$ cat src/rtl/dlsc_pcie_inbound_decode_er.sv
// Inbound PCIe request decoder: parses 3/4-DW request headers, issues BAR translation requests,
// forwards headers, completer IDs and write payload, and reports rejected TLPs on an error channel.
module dlsc_pcie_inbound_decode_er #(
    parameter int ADDR    = 32,
    parameter int BARS    = 7,
    parameter int MAX_LEN = 256,
    parameter bit SWAP    = 1'b1
) (
    input  logic            clk,
    input  logic            rst,
    input  logic [BARS-1:0] bar_en,
    output logic            trans_req,
    output logic [2:0]      trans_req_bar,
    output logic [63:2]     trans_req_addr,
    output logic            trans_req_64,
    input  logic            trans_ack,
    input  logic [ADDR-1:2] trans_ack_addr,
    output logic            rx_ready,
    input  logic            rx_valid,
    input  logic [31:0]     rx_data,
    input  logic            rx_last,
    input  logic            rx_err,
    input  logic [BARS-1:0] rx_bar,
    input  logic            tlp_h_ready,
    output logic            tlp_h_valid,
    output logic            tlp_h_np,
    output logic            tlp_h_write,
    output logic            tlp_h_mem,
    output logic [ADDR-1:2] tlp_h_addr,
    output logic [9:0]      tlp_h_len,
    output logic [3:0]      tlp_h_be_first,
    output logic [3:0]      tlp_h_be_last,
    input  logic            tlp_id_ready,
    output logic            tlp_id_valid,
    output logic            tlp_id_write,
    output logic [28:0]     tlp_id_data,
    input  logic            tlp_d_ready,
    output logic            tlp_d_valid,
    output logic            tlp_d_last,
    output logic [31:0]     tlp_d_data,
    output logic [3:0]      tlp_d_strb,
    input  logic            err_ready,
    output logic            err_valid,
    output logic [2:0]      err_code,
    output logic            err_np,
    output logic [28:0]     err_id,
    output logic [15:0]     err_count
);

    typedef enum logic [2:0] {ST_H0, ST_H1, ST_H2, ST_H3, ST_DATA, ST_FLUSH} state_t;

    localparam logic [10:0] MAX_LEN_L = 11'(MAX_LEN);

    function automatic logic [2:0] bar_encode(input logic [BARS-1:0] hit);
        logic [2:0] idx;
        idx = 3'd0;
        for (int i = BARS - 1; i >= 0; i--) begin
            if (hit[i]) idx = 3'(i);
        end
        return idx;
    endfunction

    function automatic logic [31:0] byte_swap(input logic [31:0] d);
        return {d[7:0], d[15:8], d[23:16], d[31:24]};
    endfunction

    function automatic logic [15:0] sat_inc(input logic [15:0] c);
        return (c == 16'hFFFF) ? c : c + 16'd1;
    endfunction

    state_t      st_q, st_d;
    logic        fmt4_q, fmt4_d, write_q, write_d, mem_q, mem_d, io_q, io_d, cfg_q, cfg_d;
    logic [2:0]  tc_q, tc_d, bar_q, bar_d;
    logic [1:0]  attr_q, attr_d;
    logic [9:0]  len_q, len_d;
    logic [3:0]  be_first_q, be_first_d, be_last_q, be_last_d;
    logic        first_q, first_d;
    logic        trans_req_q, trans_req_d, trans_64_q, trans_64_d;
    logic [2:0]  trans_bar_q, trans_bar_d;
    logic [63:2] trans_addr_q, trans_addr_d;
    logic        h_np_q, h_np_d, h_write_q, h_write_d, h_mem_q, h_mem_d;
    logic [9:0]  h_len_q, h_len_d;
    logic [3:0]  h_bef_q, h_bef_d, h_bel_q, h_bel_d;
    logic        err_valid_q, err_valid_d, err_np_q, err_np_d;
    logic [2:0]  err_code_q, err_code_d;
    logic [28:0] err_id_q, err_id_d;
    logic [15:0] err_count_q, err_count_d;

    logic        h0_wr, h0_mem, h0_io, h0_cfg, h0_fail;
    logic [2:0]  h0_code;
    logic [10:0] h0_len_eff;
    logic        np;

    // First header DW classification and rejection checks, highest priority first
    always_comb begin
        h0_wr      = rx_data[30];
        h0_mem     = (rx_data[28:24] == 5'b00000);
        h0_io      = (rx_data[28:24] == 5'b00010);
        h0_cfg     = (rx_data[28:25] == 4'b0010);
        h0_len_eff = (rx_data[9:0] == 10'd0) ? 11'd1024 : {1'b0, rx_data[9:0]};
        h0_fail    = 1'b1;
        h0_code    = 3'd0;
        if (rx_err)                                 h0_code = 3'd0;
        else if (rx_data[14])                       h0_code = 3'd1;
        else if (!(h0_mem || h0_io || h0_cfg))      h0_code = 3'd2;
        else if (h0_wr && (h0_len_eff > MAX_LEN_L)) h0_code = 3'd3;
        else if (!h0_cfg && ((rx_bar & ~bar_en) != '0)) h0_code = 3'd4;
        else                                        h0_fail = 1'b0;
    end

    assign np = !write_q || cfg_q || io_q;

    always_comb begin
        st_d = st_q;
        fmt4_d = fmt4_q; write_d = write_q; mem_d = mem_q; io_d = io_q; cfg_d = cfg_q;
        tc_d = tc_q; attr_d = attr_q; len_d = len_q; bar_d = bar_q;
        be_first_d = be_first_q; be_last_d = be_last_q; first_d = first_q;
        trans_req_d = trans_req_q; trans_bar_d = trans_bar_q;
        trans_addr_d = trans_addr_q; trans_64_d = trans_64_q;
        h_np_d = h_np_q; h_write_d = h_write_q; h_mem_d = h_mem_q;
        h_len_d = h_len_q; h_bef_d = h_bef_q; h_bel_d = h_bel_q;
        err_valid_d = err_valid_q; err_code_d = err_code_q; err_np_d = err_np_q;
        err_id_d = err_id_q; err_count_d = err_count_q;
        rx_ready = 1'b0;
        tlp_id_valid = 1'b0;
        tlp_d_valid = 1'b0;

        // Clear first so a set from the header states below takes precedence
        if (trans_req_q && trans_ack && tlp_h_ready) trans_req_d = 1'b0;
        if (err_valid_q && err_ready) err_valid_d = 1'b0;

        case (st_q)
            ST_H0: begin
                rx_ready = !err_valid_q;
                if (rx_valid && !err_valid_q) begin
                    fmt4_d  = rx_data[29];
                    write_d = h0_wr;
                    mem_d   = h0_mem;
                    io_d    = h0_io;
                    cfg_d   = h0_cfg;
                    tc_d    = rx_data[22:20];
                    attr_d  = rx_data[13:12];
                    len_d   = rx_data[9:0];
                    bar_d   = bar_encode(rx_bar);
                    if (h0_fail) begin
                        err_code_d = h0_code;
                        err_np_d   = !h0_wr || h0_cfg || h0_io;
                        err_id_d   = '0;
                        first_d    = 1'b1;
                        if (rx_last) begin
                            err_valid_d = 1'b1;
                            err_count_d = sat_inc(err_count_q);
                        end else begin
                            st_d = ST_FLUSH;
                        end
                    end else begin
                        st_d = ST_H1;
                    end
                end
            end
            ST_H1: begin
                rx_ready     = tlp_id_ready || !np;
                tlp_id_valid = rx_valid && np;
                if (rx_valid && rx_ready) begin
                    be_last_d  = rx_data[7:4];
                    be_first_d = rx_data[3:0];
                    st_d       = ST_H2;
                end
            end
            ST_H2: begin
                rx_ready = !trans_req_q;
                if (rx_valid && !trans_req_q) begin
                    h_np_d      = np;
                    h_write_d   = write_q;
                    h_mem_d     = mem_q;
                    h_len_d     = len_q;
                    h_bef_d     = be_first_q;
                    h_bel_d     = be_last_q;
                    trans_bar_d = cfg_q ? 3'd7 : bar_q;
                    trans_64_d  = fmt4_q;
                    first_d     = 1'b1;
                    if (fmt4_q) begin
                        trans_addr_d = {rx_data, 30'd0};
                        st_d         = ST_H3;
                    end else begin
                        trans_addr_d = cfg_q ? {52'd0, rx_data[11:2]} : {32'd0, rx_data[31:2]};
                        trans_req_d  = 1'b1;
                        st_d         = write_q ? ST_DATA : ST_H0;
                    end
                end
            end
            ST_H3: begin
                rx_ready = 1'b1;
                if (rx_valid) begin
                    trans_addr_d[31:2] = rx_data[31:2];
                    trans_req_d        = 1'b1;
                    st_d               = write_q ? ST_DATA : ST_H0;
                end
            end
            ST_DATA: begin
                rx_ready    = tlp_d_ready;
                tlp_d_valid = rx_valid;
                if (rx_valid && tlp_d_ready) begin
                    first_d = 1'b0;
                    if (rx_last) st_d = ST_H0;
                end
            end
            ST_FLUSH: begin
                rx_ready = 1'b1;
                if (rx_valid) begin
                    if (first_q) err_id_d = {tc_q, attr_q, rx_data[31:8]};
                    first_d = 1'b0;
                    if (rx_last) begin
                        err_valid_d = 1'b1;
                        err_count_d = sat_inc(err_count_q);
                        st_d        = ST_H0;
                    end
                end
            end
            default: st_d = ST_H0;
        endcase
    end

    always_ff @(posedge clk) begin
        if (rst) begin
            st_q        <= ST_H0;
            trans_req_q <= 1'b0;
            err_valid_q <= 1'b0;
            err_count_q <= 16'd0;
        end else begin
            st_q        <= st_d;
            trans_req_q <= trans_req_d;
            err_valid_q <= err_valid_d;
            err_count_q <= err_count_d;
        end
    end

    always_ff @(posedge clk) begin
        fmt4_q <= fmt4_d; write_q <= write_d; mem_q <= mem_d; io_q <= io_d; cfg_q <= cfg_d;
        tc_q <= tc_d; attr_q <= attr_d; len_q <= len_d; bar_q <= bar_d;
        be_first_q <= be_first_d; be_last_q <= be_last_d; first_q <= first_d;
        trans_bar_q <= trans_bar_d; trans_addr_q <= trans_addr_d; trans_64_q <= trans_64_d;
        h_np_q <= h_np_d; h_write_q <= h_write_d; h_mem_q <= h_mem_d;
        h_len_q <= h_len_d; h_bef_q <= h_bef_d; h_bel_q <= h_bel_d;
        err_code_q <= err_code_d; err_np_q <= err_np_d; err_id_q <= err_id_d;
    end

    assign trans_req      = trans_req_q;
    assign trans_req_bar  = trans_bar_q;
    assign trans_req_addr = trans_addr_q;
    assign trans_req_64   = trans_64_q;
    assign tlp_h_valid    = trans_req_q && trans_ack;
    assign tlp_h_np       = h_np_q;
    assign tlp_h_write    = h_write_q;
    assign tlp_h_mem      = h_mem_q;
    assign tlp_h_addr     = trans_ack_addr;
    assign tlp_h_len      = h_len_q;
    assign tlp_h_be_first = h_bef_q;
    assign tlp_h_be_last  = h_bel_q;
    assign tlp_id_write   = write_q;
    assign tlp_id_data    = {tc_q, attr_q, rx_data[31:8]};
    // Single-DW payloads take be_first because the first-beat test wins
    assign tlp_d_last     = rx_last;
    assign tlp_d_data     = SWAP ? byte_swap(rx_data) : rx_data;
    assign tlp_d_strb     = first_q ? be_first_q : (rx_last ? be_last_q : 4'hF);
    assign err_valid      = err_valid_q;
    assign err_code       = err_code_q;
    assign err_np         = err_np_q;
    assign err_id         = err_id_q;
    assign err_count      = err_count_q;

endmodule

$ cat config.mk
export PLATFORM = sky130hd
export DESIGN_NAME = dlsc_pcie_inbound_decode_er
export DESIGN_NICKNAME = d
export VERILOG_FILES = /design/src/rtl/dlsc_pcie_inbound_decode_er.sv
export SDC_FILE = /design/constraint.sdc
export NUM_CORES = 1
export LEC_CHECK = 0
export CAP_MARGIN = 20
export CELL_PAD_IN_SITES_DETAIL_PLACEMENT = 0
export CELL_PAD_IN_SITES_GLOBAL_PLACEMENT = 1
export CORE_MARGIN = 4
export CORE_UTILIZATION = 33
export DETAILED_ROUTE_END_ITERATION = 7
export GPL_TIMING_DRIVEN = 0
export PLACE_DENSITY_LB_ADDON = 0.1
export SYNTH_ARGS = -nofsm -noshare
export SYNTH_HDL_FRONTEND = slang
export SYNTH_SLANG_ARGS = --single-unit
$ cat constraint.sdc
create_clock -name clk -period 9.4 [get_ports clk]
set_input_delay 1.41 -clock clk [delete_from_list [all_inputs] [get_ports clk]]
set_output_delay 1.41 -clock clk [all_outputs]
set_load 0.02 [all_outputs]
==> reports/qor.yml <==
synth-edff-count: 152
async_flop_share_pct: 0
synth_area_leader_cell: "edfxtp_1"
cts.clk_slew.worst_paths_ns: 0.07
status: "complete, no violations"
antenna_found_initial: 0
port_buffers: 292
end_kind: "output pin"
critical-path-slowest-cell: "clkdlybuf4s50_1"
fin_crit_sh_pct: 46.9
reg2reg_from: "st_q[1]"
slew_viol_final: 0
ctsResizeCount: 0
ant_nets: 0
grt_max_degree: 31
synth.net_count: 666
rr_worst_depth: 7
root_buffer: "clkbuf_16"
first_iter_violations: 181
leakagePower_nw: 4.28
post_cts_buffers: 0
vias: 5406
hold_violations: 0
yosysSeqAreaShare_pct: 65.9
ioPinCount: 325
setup_violations: 0
syn-cell-area_sq_um: 7560
synthTopCellsByCount: "edfxtp_1, buf_4, and2_1"
rows: 55
cts.sinks: 173
routedWlPerCell_microns: 17.6
ys_top_cells_by_area: "edfxtp_1, buf_4, and2_1"
routed_via_density: 4.53
ys_types: 55
crit_type: "input pin to output pin"
cp_top_family: "buffers and inverters"
worst_path_most_repeated_cell: "clkdlybuf4s50_1"
cts_inserted_buffers: 17
wl_microns: 21000
drive_gt1_share_pct: 15.8
clk_path_buf_depth: 2
grt_pass1_wl_microns: 31800
min_period_ns: 4.41
synth.most_common_cell: "edfxtp_1"
synth-seq-cells: 173
die_x_microns: 159
critPathMaxFanout: 2
syn_inst: 579
worstMarginPinSlew_ns: 0.907
initial_core_util_pct: 33.5
hold_slack_ns: 0.421
yosysTopAreaCellShare_pct: 60.4
syn_avg_cell_area_sq_um: 13.1
slew_headroom_pct: 39.2
path_cells: "clkdlybuf4s50_1, nor2_1, o21ai_0, o211ai_1, o31ai_1, clkdlybuf4s50_1"
clkLatencyLatePin_ns: 0.42
rsz0062_at_grt: "no"
fmax_mhz: 227
worstHoldPathCells: 0
grt_pass1_vias: 5547
dieArea_sq_um: 25400
detailedPlace.worstSlack_ns: 4.72
crit_arrival_ns: 3.00
postCtsHoldBufs: 0
drcViolationCount: 0
core_area_sq_um: 22600
drv_cap: 0
critPathBufInv: 2
cts_tree: "yes"
regToRegSetupSlack_ns: 6.05
grt-ovfl-total: 0
hp-start: "len_q[4]"
place.gp.congestion: 0.822
slowest_delay_ns: 0.66
finalWorstSetupSlack_ns: 4.99
r2r-end: "err_id[4]"
hold_class: "register to register"
fin_worst_skew_ns: 0.0106
grt_use_total_pct: 16.0
diodes: 0
area_growth_syn_to_layout_pct: 53.9
dr.pass1.iters: 4
crit_required_ns: 7.99
h-tree-depth: 4
powerDensity_nw_per_um2: 217
final_core_util_pct: 51.5
fin_nets: 984
synth_ff_type: "edfxtp_1"
die_y_microns: 159
yosys_warnings: 0
ir_worst_vdd_uv: 114
dp_hpwl_microns: 16000
hold_path_end: "tlp_h_len[4]"
worstSetupStartpointType: "input pin"
finalPower_mw: 2.52
## worst max-delay path by stage
stage | start | endpoint | slack [ns] | cells after the start
after floorplan | rx_valid | trans_req_addr[10] | 2.44 | 4
after global placement | rx_valid | trans_req_addr[23] | -1.0 | 4
after detailed placement | rx_data[0] | err_id[9] | 4.72 | 7
after CTS | rx_last | tlp_d_strb[1] | 4.97 | 5
after global routing | rx_last | tlp_d_strb[1] | 4.89 | 5
final | tlp_d_ready | rx_ready | 4.99 | 6
## cell type report
class	count	area, sq um
clock inverters	13	253
flip-flops and latches	173	4980
plain buffers	107	738
multi-input cells	274	1750
fillers	1946	10900
well taps	285	357
clock buffers	18	429
repair buffers	299	3030
inverters	25	93.8
## cell families (layout without fill, tap and decap cells)
kind of cell,count (synthesis),after routing,synth area share [%]
AOI/OAI and AO/OA,61,61,6.50
xor gates and xnor gates,3,3,0.348
adders and majority gates,1,1,0.165
buffers and inverters,132,462,11.0
DFF,173,173,65.9
muxes,4,4,0.563
and+or+nand+nor,205,205,15.5
## sequential cells by signal, summed over array words and instances (netlist names), 2 cells and up
register        flops
st_q                3
err_id             29
tlp_h_be_last       4
len_q              10
trans_req_bar       3
tlp_h_be_first      4
be_first_q          4
tc_q                3
attr_q              2
err_code            3
err_count          16
be_last_q           4
trans_req_addr     62
bar_q               3
tlp_h_len          10
## routing by layer
layer | track usage (%) | vias to the layer above | wire length, microns
li1 | - | 2592 | -
met1 | 18.4 | 2580 | 8210
met2 | 28.8 | 226 | 11000
met3 | 5.51 | 8 | 1670
met4 | 3.94 | 0 | 121
met5 | 0 | - | 0
## through the flow
step / instances / TNS (ns) / cell area (sq um)
3_3_place_gp: 1156 / -30.08 / 10800
3_5_place_dp: 1163 / 0 / 11000
4_1_cts: 1194 / 0 / 11600
2_1_floorplan: 579 / 0 / 7560
6_report: 1194 / 0 / 11600
5_1_grt: 1194 / 0 / 11600
## power by group
group | switching, mW | total (mW) | internal (mW)
logic | 0.396 | 0.688 | 0.291
clock network | 0.310 | 0.816 | 0.506
registers | 0.0386 | 1.02 | 0.982
total | 0.745 | 2.52 | 1.78
## cells in the final DEF (no fill, tap or decap), types with 3 or more instances in the layout
cell,instances
inv_1,25
clkbuf_1,18
a21o_1,3
nor2_1,40
clkbuf_16,17
a211oi_1,3
nand3b_1,3
buf_6,4
a311oi_1,4
and2_1,77
buf_8,3
a21oi_1,15
inv_6,3
nand4_1,7
bufinv_16,6
dfxtp_1,21
a41o_1,3
nor3b_1,3
nand3_1,8
clkdlybuf4s50_1,292
and3_1,6
o21ai_0,4
nand2_1,14
buf_4,87
or2_2,5
o22ai_1,3
nor3_1,5
nor2b_1,25
edfxtp_1,152
nand2b_1,4
xnor2_1,3
Note: power is estimated with default switching activity, not from simulation.
